`src/rtl/ctr7_interval_sched_if.sv`:
```
// rtl/ctr7_interval_sched_if.sv - request/grant and counter-control bundle for ctr7_interval_sched
//
// Purpose: groups the requester handshake and the CTR7 counter control/readback
// signals of ctr7_interval_sched so they travel as one port.
//
// Signals:
//   REQ_0, REQ_1   requester delay requests (level, held until DONE or cancel)
//   LEN_0, LEN_1   requester delay lengths, 7 bits
//   GNT_0, GNT_1   counter ownership flags
//   DONE_0, DONE_1 one-cycle completion pulses
//   BUSY           scheduler not idle
//   CTR_D          counter load value
//   CTR_LDL        counter load, active low
//   CTR_ENAB       counter count enable
//   CTR_QL         counter inverted count readback (7'h7F means count 0)
//
// Modports:
//   master  requesters plus counter (drive REQ/LEN/CTR_QL)
//   slave   the scheduler (drives grants, completions and counter control)

interface ctr7_interval_sched_if;
   logic       REQ_0;
   logic [6:0] LEN_0;
   logic       REQ_1;
   logic [6:0] LEN_1;
   logic       GNT_0;
   logic       GNT_1;
   logic       DONE_0;
   logic       DONE_1;
   logic       BUSY;
   logic [6:0] CTR_D;
   logic       CTR_LDL;
   logic       CTR_ENAB;
   logic [6:0] CTR_QL;

   modport master (
      output REQ_0, LEN_0, REQ_1, LEN_1, CTR_QL,
      input  GNT_0, GNT_1, DONE_0, DONE_1, BUSY, CTR_D, CTR_LDL, CTR_ENAB
   );

   modport slave (
      input  REQ_0, LEN_0, REQ_1, LEN_1, CTR_QL,
      output GNT_0, GNT_1, DONE_0, DONE_1, BUSY, CTR_D, CTR_LDL, CTR_ENAB
   );
endinterface

```
`src/rtl/ctr7_interval_sched.sv`:
```
// rtl/ctr7_interval_sched.sv - two-requester interval scheduler sharing one CTR7 down-counter
//
// Purpose: arbitrates two delay requests, loads the shared 7-bit down-counter
// with the winner's length, enables counting until the count reaches zero and
// then pulses DONE to the winner. Every output is a register; nothing on REQ or
// LEN reaches an output without passing through a flop.
//
// Parameters:
//   RR      1 = round-robin on ties, 0 = fixed priority (requester 0 wins ties)
//
// Ports:
//   XCK     system clock, rising edge
//   RESETL  asynchronous active-low reset
//   bus     ctr7_interval_sched_if.slave (requests, grants, completions,
//           counter D/LDL/ENAB outputs, counter QL readback)

module ctr7_interval_sched #(
   parameter int RR = 1
) (
   input  logic                        XCK,
   input  logic                        RESETL,
   ctr7_interval_sched_if.slave        bus
);

   typedef enum logic [1:0] {
      ST_IDLE = 2'd0,
      ST_LOAD = 2'd1,
      ST_RUN  = 2'd2,
      ST_DONE = 2'd3
   } state_t;

   // QL is the inverted count: all ones is count 0, 7'h7E is count 1.
   localparam logic [6:0] QL_ZERO = 7'h7F;
   localparam logic [6:0] QL_ONE  = 7'h7E;

   state_t     state, state_n;
   logic       gnt_0, gnt_0_n;
   logic       gnt_1, gnt_1_n;
   logic       done_0, done_0_n;
   logic       done_1, done_1_n;
   logic       busy, busy_n;
   logic [6:0] ctr_d, ctr_d_n;
   logic       ctr_ldl, ctr_ldl_n;
   logic       ctr_enab, ctr_enab_n;
   logic       last, last_n;       // last winner: 0 or 1
   logic       pick_1;             // arbitration result in IDLE
   logic       owner_req;          // REQ of the current owner

   always_ff @(posedge XCK or negedge RESETL) begin
      if (!RESETL) begin
         state    <= ST_IDLE;
         gnt_0    <= 1'b0;
         gnt_1    <= 1'b0;
         done_0   <= 1'b0;
         done_1   <= 1'b0;
         busy     <= 1'b0;
         ctr_d    <= 7'h00;
         ctr_ldl  <= 1'b1;
         ctr_enab <= 1'b0;
         last     <= 1'b1;         // requester 0 wins the first tie
      end else begin
         state    <= state_n;
         gnt_0    <= gnt_0_n;
         gnt_1    <= gnt_1_n;
         done_0   <= done_0_n;
         done_1   <= done_1_n;
         busy     <= busy_n;
         ctr_d    <= ctr_d_n;
         ctr_ldl  <= ctr_ldl_n;
         ctr_enab <= ctr_enab_n;
         last     <= last_n;
      end
   end

   always_comb begin
      state_n    = state;
      gnt_0_n    = gnt_0;
      gnt_1_n    = gnt_1;
      done_0_n   = 1'b0;
      done_1_n   = 1'b0;
      ctr_d_n    = ctr_d;
      ctr_ldl_n  = 1'b1;
      ctr_enab_n = ctr_enab;
      last_n     = last;
      pick_1     = 1'b0;
      owner_req  = gnt_1 ? bus.REQ_1 : bus.REQ_0;

      case (state)
         ST_IDLE: begin
            ctr_enab_n = 1'b0;
            if (bus.REQ_0 || bus.REQ_1) begin
               if (bus.REQ_0 && bus.REQ_1)
                  pick_1 = (RR != 0) ? ~last : 1'b0;
               else
                  pick_1 = bus.REQ_1;
               state_n   = ST_LOAD;
               gnt_0_n   = ~pick_1;
               gnt_1_n   = pick_1;
               ctr_d_n   = pick_1 ? bus.LEN_1 : bus.LEN_0;
               ctr_ldl_n = 1'b0;
               last_n    = pick_1;
            end
         end

         ST_LOAD: begin
            if (!owner_req) begin
               state_n    = ST_IDLE;
               gnt_0_n    = 1'b0;
               gnt_1_n    = 1'b0;
               ctr_enab_n = 1'b0;
            end else begin
               // The counter takes ctr_d on this edge; a zero length never counts.
               state_n    = ST_RUN;
               ctr_enab_n = (ctr_d != 7'h00);
            end
         end

         ST_RUN: begin
            if (!owner_req) begin
               state_n    = ST_IDLE;
               gnt_0_n    = 1'b0;
               gnt_1_n    = 1'b0;
               ctr_enab_n = 1'b0;
            end else if (bus.CTR_QL == QL_ZERO) begin
               state_n    = ST_DONE;
               ctr_enab_n = 1'b0;
               done_0_n   = gnt_0;
               done_1_n   = gnt_1;
            end else if (ctr_enab) begin
               // Enable is registered, so it must drop on the same edge that
               // takes the count from 1 to 0; otherwise the following edge
               // (the one that sees zero) would decrement once more and wrap.
               ctr_enab_n = (bus.CTR_QL != QL_ONE);
            end else begin
               ctr_enab_n = 1'b1;
            end
         end

         ST_DONE: begin
            state_n    = ST_IDLE;
            gnt_0_n    = 1'b0;
            gnt_1_n    = 1'b0;
            ctr_enab_n = 1'b0;
         end

         default: begin
            state_n    = ST_IDLE;
            gnt_0_n    = 1'b0;
            gnt_1_n    = 1'b0;
            ctr_enab_n = 1'b0;
         end
      endcase

      busy_n = (state_n != ST_IDLE);
   end

   assign bus.GNT_0    = gnt_0;
   assign bus.GNT_1    = gnt_1;
   assign bus.DONE_0   = done_0;
   assign bus.DONE_1   = done_1;
   assign bus.BUSY     = busy;
   assign bus.CTR_D    = ctr_d;
   assign bus.CTR_LDL  = ctr_ldl;
   assign bus.CTR_ENAB = ctr_enab;

endmodule
```
`src/flat_wrapper.sv`:
```
// flat-port wrapper written by rule: the top's interface ports become plain ports
module ctr7_interval_sched_flat 
#(
   parameter int RR = 1
)
  (XCK, RESETL, bus_REQ_0, bus_LEN_0, bus_REQ_1, bus_LEN_1, bus_CTR_QL, bus_GNT_0, bus_GNT_1, bus_DONE_0, bus_DONE_1, bus_BUSY, bus_CTR_D, bus_CTR_LDL, bus_CTR_ENAB);
  ctr7_interval_sched_if bus_i ();
  input  logic XCK;
  input  logic RESETL;
  input wire logic [$bits(bus_i.REQ_0)-1:0] bus_REQ_0;
  input wire logic [$bits(bus_i.LEN_0)-1:0] bus_LEN_0;
  input wire logic [$bits(bus_i.REQ_1)-1:0] bus_REQ_1;
  input wire logic [$bits(bus_i.LEN_1)-1:0] bus_LEN_1;
  input wire logic [$bits(bus_i.CTR_QL)-1:0] bus_CTR_QL;
  output wire logic [$bits(bus_i.GNT_0)-1:0] bus_GNT_0;
  output wire logic [$bits(bus_i.GNT_1)-1:0] bus_GNT_1;
  output wire logic [$bits(bus_i.DONE_0)-1:0] bus_DONE_0;
  output wire logic [$bits(bus_i.DONE_1)-1:0] bus_DONE_1;
  output wire logic [$bits(bus_i.BUSY)-1:0] bus_BUSY;
  output wire logic [$bits(bus_i.CTR_D)-1:0] bus_CTR_D;
  output wire logic [$bits(bus_i.CTR_LDL)-1:0] bus_CTR_LDL;
  output wire logic [$bits(bus_i.CTR_ENAB)-1:0] bus_CTR_ENAB;
  assign bus_i.REQ_0 = bus_REQ_0;
  assign bus_i.LEN_0 = bus_LEN_0;
  assign bus_i.REQ_1 = bus_REQ_1;
  assign bus_i.LEN_1 = bus_LEN_1;
  assign bus_i.CTR_QL = bus_CTR_QL;
  assign bus_GNT_0 = bus_i.GNT_0;
  assign bus_GNT_1 = bus_i.GNT_1;
  assign bus_DONE_0 = bus_i.DONE_0;
  assign bus_DONE_1 = bus_i.DONE_1;
  assign bus_BUSY = bus_i.BUSY;
  assign bus_CTR_D = bus_i.CTR_D;
  assign bus_CTR_LDL = bus_i.CTR_LDL;
  assign bus_CTR_ENAB = bus_i.CTR_ENAB;
  ctr7_interval_sched #(.RR(RR)) u_core (.XCK(XCK), .RESETL(RESETL), .bus(bus_i));
endmodule
```
`config.mk`:
```
export PLATFORM = sky130hd
export DESIGN_NAME = ctr7_interval_sched_flat
export DESIGN_NICKNAME = d
export VERILOG_FILES = /design/src/rtl/ctr7_interval_sched_if.sv /design/src/rtl/ctr7_interval_sched.sv /design/src/flat_wrapper.sv
export SDC_FILE = /design/constraint.sdc
export NUM_CORES = 1
export LEC_CHECK = 0
export ABC_AREA = 1
export CORE_AREA = 2 2 50 52
export DETAILED_ROUTE_END_ITERATION = 7
export DIE_AREA = 0 0 52 54
export PLACE_DENSITY = 0.85
export SKIP_LAST_GASP = 1
export SYNTH_ARGS = -nofsm -noshare
export SYNTH_HDL_FRONTEND = slang
export SYNTH_SLANG_ARGS = --single-unit
export TNS_END_PERCENT = 5
```
`constraint.sdc`:
```
create_clock -name XCK -period 1.5 [get_ports XCK]
set_input_delay 0.3 -clock XCK [delete_from_list [all_inputs] [get_ports XCK]]
set_output_delay 0.3 -clock XCK [all_outputs]
set_load 0.01 [all_outputs]
```
After elaboration in Yosys (flattened, before gate mapping)

Cells that the tools add are included.

Logic and storage cells: 56
Bits of input ports: 25
Register bits: 17

Eq/ne operators: 7
Reduce and logical (&&, ||, !) cells: 9
Bitwise operators: 2
Mux-type cells: 28

Operators with widths:

| operator             | number |
|---|---|
| $mux W1              | 19 |
| $pmux W1 S3          | 3 |
| $mux W2              | 4 |
| $pmux W2 S4          | 1 |
| $eq A7 B7 Y1 const B | 1 |
| $mux W7              | 1 |
| $ne A7 B7 Y1 const B | 1 |
| $reduce_bool A7 Y1   | 1 |
| $eq A2 B2 Y1 const B | 2 |
| $reduce_and A2 Y1    | 2 |
| $reduce_or A2 Y1     | 2 |
| $eq A2 B1 Y1 const B | 1 |
| $logic_not A2 Y1     | 1 |
| $ne A2 B1 Y1 const B | 1 |
| $ne A2 B2 Y1 const B | 1 |
| $not A1 Y1           | 2 |
| $reduce_bool A2 Y1   | 1 |
| $logic_and A1 B1 Y1  | 1 |
| $logic_or A1 B1 Y1   | 1 |

Depth between registers and ports, before layout

Word-level depth: 7
Mapped depth: 7

Worst setup path before layout

No wires, ideal clock.

Kind: flip-flop to flip-flop
Start: register u_core.state[0]
End: register u_core.ctr_d[0] (netlist: u_core.bus.CTR_D[0])
Data required time: 1.418 ns
Cell stages (with the launch flop): 8
Setup slack: 0.295 ns
Data arrival time: 1.123 ns
Cells stage by stage: dfrtp_1 > inv_1 > ha_1 > inv_1 > nor2_4 > buf_6 > o21ai_0 > o22ai_1

Longest elaborated chain between the ends: 2

RTL lines:

| what                        | line                      | text |
|---|---|---|
| start: declaration          | ctr7_interval_sched.sv:36 | `state_t state, state_n;` |
| start signal: assignment    | ctr7_interval_sched.sv:62 | `state <= state_n;` |
| $logic_not A2 Y1            | ctr7_interval_sched.sv:88 | `case (state)` |
| $reduce_and A2 Y1 (no line) | -                         |  |
| end signal: assignment      | ctr7_interval_sched.sv:68 | `ctr_d <= ctr_d_n;` |
| end: declaration            | ctr7_interval_sched.sv:42 | `logic [6:0] ctr_d, ctr_d_n;` |

No other way between the ends.
A chain may end at the register's enable or synchronous reset.

Worst setup path in the final report

Start: register u_core.gnt_1 (netlist: u_core.bus.GNT_1)
End: output port bus_GNT_1

RTL lines:

| what                     | line                      | text |
|---|---|---|
| start: declaration       | ctr7_interval_sched.sv:38 | `logic gnt_1, gnt_1_n;` |
| start signal: assignment | ctr7_interval_sched.sv:64 | `gnt_1 <= gnt_1_n;` |
| end: declaration         | flat_wrapper.sv:16        | `output wire logic [$bits(bus_i.GNT_1)-1:0] bus_GNT_1;` |

No word-level cell between the ends.

==> impl_metrics.ini <==
[setup_path]
cp_slowest_cell = clkdlybuf4s50_1
reg2reg_from = u_core.state[0]$_DFF_PN0_
slowest_delay_ns = 0.55
reg2reg_depth = 7
crit_buf_inv = 1
worstPathRequired_ns = 1.20
end_kind = output pin
r2r_setup_slack_ns = 0.12
worstPathArrival_ns = 1.22
crit_family = buffers and inverters
critical_path_class = reg -> out
path_cells = clkdlybuf4s50_1
start_kind = flip-flop
cp_max_fo = 4
r2r_end = u_core.bus.GNT_1$_DFFE_PN0P_

[synthesis]
ys_ff_latch = 17
synth-xor-area-share = 0
synth_adder_area_share = 0.0574
synth_cells = 108
synth_mux_area_frac = 0
synth_area_per_cell_um2 = 8.07
ys_warn_count = 0
ys_seq_area_frac = 0.491
synth_cell_types = 20
synth_compound_area_frac = 0.135
synth_top_family_by_area = simple AND/OR/NAND/NOR gates
synth_simple_gate_area_share = 0.235
synth_fp_nets = 137
netlist_area_um2 = 872

[placed_design]
place_ws_ns = -0.0637
gp_congestion = 0.854
place_inst = 182
dp_hpwl_mm = 1.74
port_buffers = 38

[timing]
finalSetupViolations = 4
min_period_ns = 1.52
slew_headroom = 0.848
rsz0062_at_grt = true
skew_ns = 0.00144
fin_crit_sh = 1.01
worst-slew-pin-transition_ns = 0.228
finalWorstSetupSlack_ns = -0.0181
setup_tns_ns = -0.0354
finalHoldViolations = 0
drv_slew = 0
fmax_ghz = 0.659

[detailed_routing]
wl_mm = 2.10
wl_per_cell_um = 11.2
avgViaCountPerCell = 4.63
route.detailed.drc = 0
dr.first_iter.drc_count = 6
drtPass1Iterations = 4
antenna_left = 0
num_vias = 870

[die]
core_um2 = 2320
fp.dieW_um = 52
io_pins = 39
start_util = 0.376
rows = 18
fp.dieH_um = 54
fp.dieArea_um2 = 2810

[global_routing]
antenna_found_initial = 0
use_met2 = 0.325
grt_max_degree = 18
grt.busiest_layer = met2
grt_pass1_wl_mm = 3.27
grt_pass1_vias = 827
grt_overflow_total = 0
met3_usage = 0.0361
use_met1 = 0.154
grt_util_all_layers = 0.157

[finish]
layout.nets = 188
largest_reg_flops = 7
area_growth_pct = 57.2
final_cell_mix = clkdlybuf4s50_1, nand2_1, inv_1, nor2_1, dfrtp_1
fin_cells = 188
fillers = 214
drive_gt1_frac = 0.120
final_common_cell = clkdlybuf4s50_1
n_antenna_cell = 0

[hold_path]
hold_path_class = in -> async

[run]
cap_violations = 0

[clock_network]
cts-root-buf = clkbuf_4
cts_tree = yes
clockBufferDepth = 2
clk_pin_slew_worst_paths_ns = 0.10
cts_hold_buf = 0
cts.sinks = 17
clk-insertion-delay-late_ns = 0.28
cts_made_buffers = 3
cts.htree.levels = 1

[power_and_ir_drop]
ir_drop_v = 0.000831
leakagePower_nw = 0.634
total_power_mw = 2.22
power_density_nw_per_um2 = 1620

[outcome]
violations = negative setup slack
outcome = finished with violations
through the flow:
stage,hold slack [ns],util,area (µm²)
6_report,0.335,0.591,1370
5_1_grt,0.348,0.591,1370
4_1_cts,0.335,0.585,1360
3_5_place_dp,0.499,0.574,1330
3_3_place_gp,0.489,0.574,1330
2_1_floorplan,0.00441,-,872
worst reg2reg max path, cell delays in order, from the launching register on:
cell     delay (ns)
dfrtp_1        0.41
inv_1          0.16
ha_1           0.20
inv_1          0.07
nor2_4         0.10
buf_4          0.15
nand2_1        0.07
o21ai_0        0.15
Yosys cell counts:
library cell / count / area share
nand2_1: 25 / 0.11
dfrtp_1: 15 / 0.43
inv_1: 15 / 0.065
nor2_1: 15 / 0.065
o21ai_0: 10 / 0.057
o22ai_1: 5 / 0.036
ha_1: 4 / 0.057
nand3_1: 4 / 0.023
a21oi_1: 2 / 0.011
dfstp_2: 2 / 0.060
o21ai_1: 2 / 0.011
a211oi_1: 1 / 0.0086
buf_6: 1 / 0.013
inv_2: 1 / 0.0043
nand2_2: 1 / 0.0072
nand4_1: 1 / 0.0072
nor2_2: 1 / 0.0072
nor2_4: 1 / 0.013
nor3_1: 1 / 0.0057
o21ai_2: 1 / 0.010
routing by layer:
layer  part of all wire  vias to the layer above
li1                   -                      444
met1               0.38                      401
met2               0.54                       25
met3              0.075                        0
met4                  0                        0
met5                  0                        -
where the power goes:
| group | internal (mW) | switching (mW) | total [mW] | leakage, nW |
|---|---|---|---|---|
| combinational | 0.598 | 0.593 | 1.19 | 0.409 |
| clock | 0.103 | 0.135 | 0.238 | 0.0150 |
| sequential | 0.672 | 0.116 | 0.788 | 0.210 |
| total | 1.37 | 0.844 | 2.22 | 0.634 |
worst max path at each step:
stage                                          from                         endpoint  slack [ns]  depth (start not counted)
floorplan                 u_core.state[0]$_DFF_PN0_  u_core.bus.CTR_D[0]$_DFFE_PN0P_        0.29                          7
global placement                          bus_REQ_1        u_core.bus.BUSY$_DFF_PN0_       -0.02                          7
detailed placement                        bus_REQ_0  u_core.bus.CTR_D[4]$_DFFE_PN0P_       -0.06                          6
CTS                 u_core.bus.CTR_D[5]$_DFFE_PN0P_                     bus_CTR_D[5]       -0.03                          1
global route           u_core.bus.GNT_1$_DFFE_PN0P_                        bus_GNT_1       -0.08                          1
finish                 u_core.bus.GNT_1$_DFFE_PN0P_                        bus_GNT_1       -0.02                          1
cell families (layout without fill, tap and decap cells):
group,Yosys count,in the layout
and+or+nand+nor,49,49
AOI/OAI and AO/OA,21,21
DFF,17,17
buffers and inverters,17,67
adders and majority gates,4,4
layout make-up:
| class | count | area (µm²) | area share |
|---|---|---|---|
| inverter | 16 | 60.1 | 0.0438 |
| multi-input combinational | 74 | 373 | 0.272 |
| sequential | 17 | 428 | 0.312 |
| clock buffer | 4 | 26.3 | 0.0192 |
| tap | 30 | 37.5 | 0.0274 |
| timing repair buffer | 47 | 447 | 0.326 |
what timing repair did:
action,4_1_cts,5_1_grt
setup buffers,0,2
cloned,0,0
resized for setup,1,0
pin swaps,0,1
setup endpoints to repair,5,21
(Power assumes the default switching activity.)
